===== config.mk =====
export PLATFORM = sky130hd
export DESIGN_NAME = au_engine_flat
export DESIGN_NICKNAME = d
export VERILOG_FILES = /design/src/rtl/au_if.sv /design/src/rtl/au_engine.sv /design/src/flat_wrapper.sv
export SDC_FILE = /design/constraint.sdc
export NUM_CORES = 1
export LEC_CHECK = 0
export ABC_CLOCK_PERIOD_IN_PS = 5110
export CAP_MARGIN = 20
export CORE_MARGIN = 5
export CORE_UTILIZATION = 50
export DETAILED_ROUTE_END_ITERATION = 16
export MAX_ROUTING_LAYER = met4
export PLACE_DENSITY_LB_ADDON = 0.3
export SYNTH_ARGS = -nofsm -noshare
export SYNTH_HDL_FRONTEND = slang
export SYNTH_SLANG_ARGS = --single-unit

===== constraint.sdc =====
create_clock -name clk -period 5.11 [get_ports clk]
set_input_delay 1.022 -clock clk [delete_from_list [all_inputs] [get_ports clk]]
set_output_delay 1.022 -clock clk [all_outputs]
set_load 0.03 [all_outputs]

===== src/rtl/au_if.sv =====
// Operation request / result bundle between the microprogram sequencer and au_engine.
// The sequencer side is the master, the arithmetic unit is the slave.
interface au_if #(
    parameter int WIDTH = 16
);
    logic             start;
    logic [1:0]       op;
    logic [WIDTH-1:0] op_a;
    logic [WIDTH-1:0] op_b;
    logic [WIDTH-1:0] result;
    logic             done;
    logic             busy;
    logic             ovf;
    logic             dz;

    modport master (
        output start, op, op_a, op_b,
        input  result, done, busy, ovf, dz
    );

    modport slave (
        input  start, op, op_a, op_b,
        output result, done, busy, ovf, dz
    );
endinterface


===== src/rtl/au_engine.sv =====
// Signed fixed-point ADD/SUB/MUL/DIV unit; MUL and DIV iterate one result bit per cycle.
// Define AU_SATURATE_EN to clamp overflowed results instead of wrapping them.
module au_engine #(
    parameter int WIDTH = 16,
    parameter int FRAC  = 8
) (
    input  logic clk,
    input  logic rst,
    au_if.slave  bus
);
    localparam int MW = 2 * WIDTH;
    localparam int DW = WIDTH + FRAC;
    localparam int CW = $clog2(DW + 1);

    localparam logic [1:0] OP_MUL = 2'd2;
    localparam logic [1:0] OP_DIV = 2'd3;

    localparam logic [WIDTH-1:0] POS_MAX = {1'b0, {(WIDTH-1){1'b1}}};
    localparam logic [WIDTH-1:0] NEG_MIN = {1'b1, {(WIDTH-1){1'b0}}};
    localparam logic [MW-1:0]    MAG_LIM = MW'(1) << (WIDTH - 1);

    typedef enum logic [1:0] {IDLE, RUN, FIN} state_t;

    state_t           state_reg, state_next;
    logic [1:0]       op_reg;
    logic [WIDTH-1:0] a_reg, b_reg;
    logic [CW-1:0]    cnt_reg;
    logic [MW-1:0]    work_reg;
    logic [WIDTH-1:0] rem_reg;
    logic [WIDTH-1:0] result_reg;
    logic             done_reg, ovf_reg, dz_reg;

    logic             accept;
    logic [WIDTH-1:0] in_mag_a, in_mag_b, mag_a, mag_b;
    logic [WIDTH:0]   mul_sum;
    logic [MW-1:0]    mul_next;
    logic [WIDTH:0]   div_shift;
    logic             div_ge;
    logic [WIDTH-1:0] div_sub, div_rem_next;
    logic [MW-1:0]    div_q_next;
    logic [WIDTH:0]   as_ext_a, as_ext_b, as_sum;
    logic             it_sign;
    logic [MW-1:0]    it_mag;
    logic [WIDTH-1:0] fin_result;
    logic             fin_ovf, fin_dz;

    // A start seen in the done cycle belongs to the instruction being released, so drop it.
    always_comb begin
        accept   = bus.start && (state_reg == IDLE) && !done_reg;
        in_mag_a = bus.op_a[WIDTH-1] ? -bus.op_a : bus.op_a;
        in_mag_b = bus.op_b[WIDTH-1] ? -bus.op_b : bus.op_b;
        mag_a    = a_reg[WIDTH-1] ? -a_reg : a_reg;
        mag_b    = b_reg[WIDTH-1] ? -b_reg : b_reg;
    end

    always_ff @(posedge clk or posedge rst) begin
        if (rst) begin
            state_reg <= IDLE;
        end else begin
            state_reg <= state_next;
        end
    end

    always_comb begin
        state_next = state_reg;
        case (state_reg)
            IDLE: begin
                if (accept) begin
                    if (bus.op == OP_MUL || (bus.op == OP_DIV && bus.op_b != '0)) begin
                        state_next = RUN;
                    end else begin
                        state_next = FIN;
                    end
                end
            end
            RUN: begin
                if (cnt_reg == CW'(1)) begin
                    state_next = FIN;
                end
            end
            FIN:     state_next = IDLE;
            default: state_next = IDLE;
        endcase
    end

    // MUL: work_reg is {partial product, remaining multiplier bits}, shifted right each step.
    // DIV: work_reg shifts the dividend out of its top and the quotient bits into its bottom.
    always_comb begin
        mul_sum      = {1'b0, work_reg[MW-1:WIDTH]} + (work_reg[0] ? {1'b0, mag_a} : '0);
        mul_next     = {mul_sum, work_reg[WIDTH-1:1]};
        div_shift    = {rem_reg, work_reg[DW-1]};
        div_ge       = div_shift >= {1'b0, mag_b};
        div_sub      = div_shift[WIDTH-1:0] - mag_b;
        div_rem_next = div_ge ? div_sub : div_shift[WIDTH-1:0];
        div_q_next   = {work_reg[MW-2:0], div_ge};
    end

    always_comb begin
        as_ext_a = {a_reg[WIDTH-1], a_reg};
        as_ext_b = {b_reg[WIDTH-1], b_reg};
        as_sum   = op_reg[0] ? (as_ext_a - as_ext_b) : (as_ext_a + as_ext_b);
        it_sign  = a_reg[WIDTH-1] ^ b_reg[WIDTH-1];
        it_mag   = op_reg[0] ? MW'(work_reg[DW-1:0]) : (work_reg >> FRAC);

        fin_dz     = 1'b0;
        fin_ovf    = as_sum[WIDTH] ^ as_sum[WIDTH-1];
        fin_result = as_sum[WIDTH-1:0];
        if (op_reg == OP_DIV && b_reg == '0) begin
            fin_dz     = 1'b1;
            fin_ovf    = 1'b0;
            fin_result = a_reg[WIDTH-1] ? NEG_MIN : POS_MAX;
        end else if (op_reg[1]) begin
            // A negative result may reach exactly 2^(WIDTH-1) in magnitude; a positive one may not.
            fin_ovf    = it_sign ? (it_mag > MAG_LIM) : (it_mag >= MAG_LIM);
            fin_result = it_sign ? -it_mag[WIDTH-1:0] : it_mag[WIDTH-1:0];
        end
`ifdef AU_SATURATE_EN
        if (fin_ovf) begin
            fin_result = (op_reg[1] ? it_sign : as_sum[WIDTH]) ? NEG_MIN : POS_MAX;
        end
`endif
    end

    always_ff @(posedge clk or posedge rst) begin
        if (rst) begin
            op_reg     <= '0;
            a_reg      <= '0;
            b_reg      <= '0;
            cnt_reg    <= '0;
            work_reg   <= '0;
            rem_reg    <= '0;
            result_reg <= '0;
            done_reg   <= 1'b0;
            ovf_reg    <= 1'b0;
            dz_reg     <= 1'b0;
        end else begin
            done_reg <= (state_reg == FIN);
            case (state_reg)
                IDLE: begin
                    if (accept) begin
                        op_reg  <= bus.op;
                        a_reg   <= bus.op_a;
                        b_reg   <= bus.op_b;
                        ovf_reg <= 1'b0;
                        dz_reg  <= 1'b0;
                        rem_reg <= '0;
                        if (bus.op == OP_MUL) begin
                            cnt_reg  <= CW'(WIDTH);
                            work_reg <= MW'(in_mag_b);
                        end else begin
                            cnt_reg  <= CW'(DW);
                            work_reg <= MW'({in_mag_a, {FRAC{1'b0}}});
                        end
                    end
                end
                RUN: begin
                    cnt_reg <= cnt_reg - CW'(1);
                    if (op_reg[0]) begin
                        work_reg <= div_q_next;
                        rem_reg  <= div_rem_next;
                    end else begin
                        work_reg <= mul_next;
                    end
                end
                FIN: begin
                    result_reg <= fin_result;
                    ovf_reg    <= fin_ovf;
                    dz_reg     <= fin_dz;
                end
                default: ;
            endcase
        end
    end

    assign bus.result = result_reg;
    assign bus.done   = done_reg;
    assign bus.busy   = (state_reg != IDLE);
    assign bus.ovf    = ovf_reg;
    assign bus.dz     = dz_reg;
endmodule


===== src/flat_wrapper.sv =====
// flat-port wrapper written by rule: the top's interface ports become plain ports
module au_engine_flat 
#(
    parameter int WIDTH = 16,
    parameter int FRAC  = 8
)
  (clk, rst, bus_start, bus_op, bus_op_a, bus_op_b, bus_result, bus_done, bus_busy, bus_ovf, bus_dz);
  au_if #(.WIDTH(WIDTH)) bus_i ();
  input  logic clk;
  input  logic rst;
  input wire logic [$bits(bus_i.start)-1:0] bus_start;
  input wire logic [$bits(bus_i.op)-1:0] bus_op;
  input wire logic [$bits(bus_i.op_a)-1:0] bus_op_a;
  input wire logic [$bits(bus_i.op_b)-1:0] bus_op_b;
  output wire logic [$bits(bus_i.result)-1:0] bus_result;
  output wire logic [$bits(bus_i.done)-1:0] bus_done;
  output wire logic [$bits(bus_i.busy)-1:0] bus_busy;
  output wire logic [$bits(bus_i.ovf)-1:0] bus_ovf;
  output wire logic [$bits(bus_i.dz)-1:0] bus_dz;
  assign bus_i.start = bus_start;
  assign bus_i.op = bus_op;
  assign bus_i.op_a = bus_op_a;
  assign bus_i.op_b = bus_op_b;
  assign bus_result = bus_i.result;
  assign bus_done = bus_i.done;
  assign bus_busy = bus_i.busy;
  assign bus_ovf = bus_i.ovf;
  assign bus_dz = bus_i.dz;
  au_engine #(.WIDTH(WIDTH), .FRAC(FRAC)) u_core (.clk(clk), .rst(rst), .bus(bus_i));
endmodule

==> flow_metrics.py, run 1 <==
metrics = {
    "sta": {
        "rsz0062_at_grt": "false",
        "report.final.hold_viol_count": 0,
        "setup_viol": 0,
        "worst_slew_pin_slew_ns": 1.12,
        "final.min_clock_period_ns": 4.23,
        "worst_clock_skew_ns": 0.00784,
        "maxSlewViolCount": 0,
        "totalNegativeSetupSlack_ns": 0,
        "timing.slew.headroom_pct": 25.0,
        "post-route-period-util_pct": 82.7,
        "maximum_achievable_frequency_ghz": 0.237,
    },
    "detailed_routing": {
        "routed-wl-met2_mm": 11.7,
        "drtPass1Iterations": 5,
        "final_wl_mm": 26.0,
        "vias": 8542,
        "drt-vias-per-instance": 6.14,
        "drtAntennaViolNets": 0,
        "route.detailed.wl_per_inst_microns": 18.7,
        "dr.first_iter.drc_count": 698,
        "wl_met1_mm": 12.2,
        "drc": 0,
        "dr_wl_met3_mm": 1.60,
        "top_layer_used": "met4",
    },
    "setup_path": {
        "path_cells": "or3_1, or3b_1, nor3_1, nand2b_1, xor2_1, ha_1, inv_1, nor3_1, a2111o_1, o21ai_0, nand3_1, buf_4, o2bb2a_1, o21ai_0",
        "start_kind": "flop",
        "required_arrival_time_at_the_worst_endpoint_ns": 5.39,
        "critPathMaxStageDelay_ns": 0.54,
        "worst-setup-path-type": "reg2reg",
        "worstPathMaxFanout": 10,
        "cp_top_family": "simple AND/OR/NAND/NOR gates",
        "timing.critical_path.slowest_stage_cell": "sky130_fd_sc_hd__or3b_1",
        "worst-endpoint-arrival_ns": 4.51,
        "worst_setup_path_end_kind": "flop",
        "timing.critical_path.buf_inv": 2,
    },
    "yosys": {
        "leading_cell_type_by_number_of_instances_after_synthesis": "sky130_fd_sc_hd__nand2_1",
        "ffs_w_async_s_r_synth_pct": 100,
        "synth.avg_cell_area_sq_um": 8.18,
        "yosysUniqueCellTypes": 80,
        "ys_dominant_reg_cell": "sky130_fd_sc_hd__dfrtp_1",
        "yosys_register_bits": 108,
        "syn_nets": 1230,
        "seq_area_frac_synth_pct": 29.1,
        "synthTopCellsByArea": "sky130_fd_sc_hd__dfrtp_1 (29%), sky130_fd_sc_hd__nand2_1 (7.6%), sky130_fd_sc_hd__ha_1 (7.6%), sky130_fd_sc_hd__xnor2_1 (6.2%), sky130_fd_sc_hd__mux2i_1 (4.9%)",
        "syn_inst": 1134,
        "synth_top_area_cell": "sky130_fd_sc_hd__dfrtp_1",
        "mappedNetlistArea_sq_um": 9270,
        "synthDominantCellAreaShare_pct": 29.1,
        "ys_top_cells_by_count": "sky130_fd_sc_hd__nand2_1 (188), sky130_fd_sc_hd__dfrtp_1 (108), sky130_fd_sc_hd__o21ai_0 (84)",
        "number_of_flops_mapped_to_enable_cells_by_yosys": 0,
        "synth_warnings": 0,
    },
    "die": {
        "floorplan.rows": 49,
        "die_y_microns": 146,
        "start_util_pct": 51.3,
        "die_area_sq_um": 21400,
        "num_io_pins": 57,
        "coreArea_sq_um": 18100,
        "die_w_microns": 146,
    },
    "grt": {
        "grt_start_max_net_pins": 67,
        "grt_first_pass_wirelength_mm": 42.5,
        "globalRouteOverflowTotal": 0,
        "global_route.usage.total_pct": 24.9,
        "vias_in_the_first_global_route": 8060,
        "antenna_found_initial": 0,
    },
    "place": {
        "place_hpwl_mm": 19.6,
        "gpl_wtd_cong": 0.931,
        "io_buffers": 56,
    },
    "min_path": {
        "hold_path.class": "reg2reg",
    },
    "cells_and_area": {
        "area_delta_synth_final_pct": 11.3,
        "antennaDiodeCount": 0,
        "largest_register_ffs": 32,
        "finalNetCount": 1253,
        "drive_gt1_share_pct": 4.73,
    },
    "clock_tree": {
        "cts_root_buf": "sky130_fd_sc_hd__clkbuf_16",
        "clkTransAtPathRegs_ns": 0.07,
        "tritoncts.num_buffers": 9,
        "number_of_post_cts_setup_repair_buffers": 0,
        "post_cts_repair_resize_count": 0,
        "clock_insertion_delay_worst_skew_ns": 0.36,
        "cts.htree.levels": 3,
        "cts_tree": "built",
        "max-clock-path-buffers": 2,
        "clock_sink_count": 108,
        "cts_hold_buffers": 0,
    },
    "outcome": {
        "run_status": "complete, no violations",
    },
    "job": {
        "max_cap_viol_count": 0,
    },
}
[layout by cell type (no fill, tap or decap), types with 6 or more instances in the layout]
master,count
sky130_fd_sc_hd__a31oi_1,14
sky130_fd_sc_hd__nor2_1,59
sky130_fd_sc_hd__a21boi_0,6
sky130_fd_sc_hd__a211oi_1,15
sky130_fd_sc_hd__xor2_1,49
sky130_fd_sc_hd__nor4_1,8
sky130_fd_sc_hd__nor2b_1,9
sky130_fd_sc_hd__nand3_1,30
sky130_fd_sc_hd__o21ai_0,84
sky130_fd_sc_hd__mux2i_1,45
sky130_fd_sc_hd__o211ai_1,7
sky130_fd_sc_hd__buf_4,13
sky130_fd_sc_hd__or3_1,12
sky130_fd_sc_hd__dfrtp_1,107
sky130_fd_sc_hd__a21oi_1,55
sky130_fd_sc_hd__nand2_1,188
sky130_fd_sc_hd__ha_1,56
sky130_fd_sc_hd__o221ai_1,9
sky130_fd_sc_hd__nor3_1,27
sky130_fd_sc_hd__clkbuf_16,9
sky130_fd_sc_hd__o21a_1,9
sky130_fd_sc_hd__or2_2,6
sky130_fd_sc_hd__and2_1,15
sky130_fd_sc_hd__nor3b_1,6
sky130_fd_sc_hd__and3_1,10
sky130_fd_sc_hd__clkdlybuf4s50_1,56
sky130_fd_sc_hd__inv_1,36
sky130_fd_sc_hd__o21ai_1,6
sky130_fd_sc_hd__a21o_1,14
sky130_fd_sc_hd__xnor2_1,66
sky130_fd_sc_hd__o41ai_1,7
sky130_fd_sc_hd__nand2b_1,13
sky130_fd_sc_hd__o31ai_1,18
[kinds of logic (layout without fill, tap and decap cells)]
| kind of cell | count (synthesis) | in the layout | share of synthesized area (%) |
|---|---|---|---|
| and+or+nand+nor | 411 | 411 | 21.2 |
| AOI/OAI and AO/OA | 298 | 298 | 21.2 |
| xor gates and xnor gates | 116 | 116 | 11.0 |
| DFF | 108 | 108 | 29.1 |
| buffers and inverters | 96 | 124 | 4.25 |
| adders and majority gates | 59 | 59 | 8.20 |
| muxes | 46 | 46 | 4.98 |
[metrics by stage]
step	util, %	hold WS, ns	area, sq um	setup WS [ns]	std cells
3_5_place_dp	55.3	0.465	10000	0.955	1375
2_1_floorplan	-	0.454	9270	1.24	1134
5_1_grt	57.1	0.491	10300	0.595	1391
3_3_place_gp	55.3	0.459	10000	1.00	1375
4_1_cts	57.1	0.482	10300	0.938	1391
6_report	57.1	0.475	10300	0.883	1391
[path summary, 6_finish.rpt]
check	slack, ns	from	cells past startpoint	endpoint
worst max-delay path	0.88	u_core.b_reg[2]	14	u_core.rem_reg[11]
worst min-delay path	0.48	u_core.bus.result[4]	1	u_core.bus.result[4]
worst min register to register	0.48	u_core.bus.result[4]	1	u_core.bus.result[4]
min in group asynchronous	1.15	rst	2	u_core.b_reg[9]
worst max register to register	0.88	u_core.b_reg[2]	14	u_core.rem_reg[11]
max in group asynchronous	3.09	rst	3	u_core.bus.result[14]
[layer usage]
layer | GRT usage (%) | up-vias
li1 | - | 4105
met1 | 35.1 | 4123
met2 | 37.9 | 284
met3 | 3.22 | 30
met4 | 6.91 | 0
met5 | - | -
[layout make-up]
| class | count | area (sq um) |
|---|---|---|
| clock buffers | 9 | 225 |
| clock inverters | 7 | 97.6 |
| fillers | 1628 | 7760 |
| inverters | 38 | 145 |
| multi-input cells | 930 | 6180 |
| flip-flops and latches | 108 | 2700 |
| well taps | 229 | 287 |
| repair buffers | 70 | 678 |
Power of run 1 is not shown: default switching activity piles up to over one toggle a cycle in this logic, so the estimate is an artifact.
==> inputs of run 2 (changes only) <==
Settings changed: ABC_CLOCK_PERIOD_IN_PS 5110 to 4450.
Clock period 5.11 ns to 4.45 ns, I/O delays scaled along.
==> run 2 against run 1 <==
Flip-flop and latch count did not move; via count rose by 0.23%; global-route usage rose by 0.23 points; count of clock-buffer cells in the layout did not move; routed wire length rose by 0.58%; non-clock buffer count rose by 6; critical endpoint unchanged; highest routed layer unchanged.
==> flow_metrics.py, run 2 (synthesis results as in run 1) <==
metrics = {
    "outcome": {
        "run_status": "complete, no violations",
    },
    "sta": {
        "timing.hold.ws_ns": 0.480,
        "setup_viol": 0,
        "report.final.hold_viol_count": 0,
        "rsz0062_at_grt": "false",
        "crit_path_setup_slack_layout_ns": 0.330,
        "maxSlewViolCount": 0,
        "maximum_achievable_frequency_ghz": 0.243,
        "final.min_clock_period_ns": 4.12,
        "worst_slew_pin_slew_ns": 0.882,
        "worst_clock_skew_ns": 0.0107,
        "timing.slew.headroom_pct": 41.0,
        "post-route-period-util_pct": 92.6,
        "totalNegativeSetupSlack_ns": 0,
    },
    "die": {
        "die_area_sq_um": 21400,
        "start_util_pct": 51.3,
        "num_io_pins": 57,
        "floorplan.rows": 49,
        "die_y_microns": 146,
        "coreArea_sq_um": 18100,
        "die_w_microns": 146,
    },
    "setup_path": {
        "path_cells": "or3_1, or3b_1, nor3_1, nand2b_1, xor2_1, ha_1, inv_1, nor3_1, a2111o_1, o21ai_0, nand3_2, buf_4, o2bb2a_1, o21ai_0",
        "worst_setup_path_end_kind": "flop",
        "worstPathMaxFanout": 10,
        "required_arrival_time_at_the_worst_endpoint_ns": 4.74,
        "cp_top_family": "simple AND/OR/NAND/NOR gates",
        "critPathMaxStageDelay_ns": 0.55,
        "start_kind": "flop",
        "worst-endpoint-arrival_ns": 4.41,
        "worst-setup-path-type": "reg2reg",
        "timing.critical_path.buf_inv": 2,
        "timing.critical_path.slowest_stage_cell": "sky130_fd_sc_hd__or3b_1",
    },
    "clock_tree": {
        "max-clock-path-buffers": 2,
        "tritoncts.num_buffers": 9,
        "cts_hold_buffers": 0,
        "post_cts_repair_resize_count": 0,
        "clock_insertion_delay_worst_skew_ns": 0.37,
        "cts_tree": "built",
        "cts_root_buf": "sky130_fd_sc_hd__clkbuf_16",
        "clkTransAtPathRegs_ns": 0.08,
        "number_of_post_cts_setup_repair_buffers": 0,
        "cts.htree.levels": 3,
        "clock_sink_count": 108,
    },
    "detailed_routing": {
        "drtPass1Iterations": 6,
        "final_wl_mm": 26.2,
        "drt-vias-per-instance": 6.13,
        "route.detailed.wl_per_inst_microns": 18.7,
        "dr.first_iter.drc_count": 857,
        "vias": 8562,
        "drtAntennaViolNets": 0,
        "drc": 0,
    },
    "cells_and_area": {
        "post_layout_util_pct": 57.3,
        "most-common-layout-cells": "sky130_fd_sc_hd__nand2_1 (188), sky130_fd_sc_hd__dfrtp_1 (107), sky130_fd_sc_hd__o21ai_0 (84), sky130_fd_sc_hd__xnor2_1 (66), sky130_fd_sc_hd__nor2_1 (59)",
        "finalNetCount": 1259,
        "drive_gt1_share_pct": 5.31,
        "area_delta_synth_final_pct": 11.8,
        "mostFrequentLayoutCell": "sky130_fd_sc_hd__nand2_1",
        "largest_register_ffs": 32,
        "antennaDiodeCount": 0,
    },
    "place": {
        "placement.setup.worst_slack_ns": 0.241,
        "place_hpwl_mm": 19.8,
        "gpl_wtd_cong": 0.959,
        "io_buffers": 56,
    },
    "grt": {
        "grt_first_pass_wirelength_mm": 42.8,
        "vias_in_the_first_global_route": 8080,
        "global_route.usage.total_pct": 25.1,
        "grt_start_max_net_pins": 66,
        "globalRouteOverflowTotal": 0,
        "antenna_found_initial": 0,
    },
    "job": {
        "max_cap_viol_count": 0,
    },
    "min_path": {
        "hold_path.class": "reg2reg",
    },
}
## run 2: cell types whose count changed in the layout (fill, tap and decap cells not counted), sizes merged
cell,change
clkinvlp,-1
inv,+1
buf,+6
## run 2: tightest hold or removal path, delay by kind of cell (launching register included)
family | cells | cell delay, ns
AO/OA/AOI/OAI | 1 | 0.06
flip-flops | 1 | 0.35
AND/OR/NAND/NOR | 1 | 0.05
## run 2: path summary, 6_finish.rpt
path	from	to	slack, ns	cells past startpoint
hold / removal	u_core.bus.result[11]	u_core.bus.result[11]	0.48	2
min in group asynchronous	rst	u_core.b_reg[9]	1.03	2
setup reg to reg	u_core.b_reg[2]	u_core.rem_reg[11]	0.33	14
hold reg to reg	u_core.bus.result[11]	u_core.bus.result[11]	0.48	2
setup / recovery	u_core.b_reg[2]	u_core.rem_reg[11]	0.33	14
max in group asynchronous	rst	u_core.bus.done	2.52	3
## run 2: stage by stage
step / cell area (sq um) / cells
2_1_floorplan: 9270 / 1134
3_3_place_gp: 10000 / 1380
3_5_place_dp: 10000 / 1380
4_1_cts: 10400 / 1396
5_1_grt: 10400 / 1397
6_report: 10400 / 1397
## run 2: final cells by class
type	instances	area (sq um)
sequential	108	2700
tap	229	287
clock inverter	7	105
timing repair buffer	76	711
multi-input combinational	930	6190
clock buffer	9	225
fill	1695	7720
inverter	38	145
## run 2: routing by layer
| layer | vias up | global-route usage [%] | routed length (microns) |
|---|---|---|---|
| met2 | 318 | 39.0 | 11800 |
| met4 | 0 | 6.30 | 488 |
| met1 | 4071 | 35.0 | 12000 |
| met3 | 38 | 3.28 | 1870 |
| li1 | 4135 | - | - |
| met5 | - | - | 0 |
Power of run 2 is left out for the same reason.
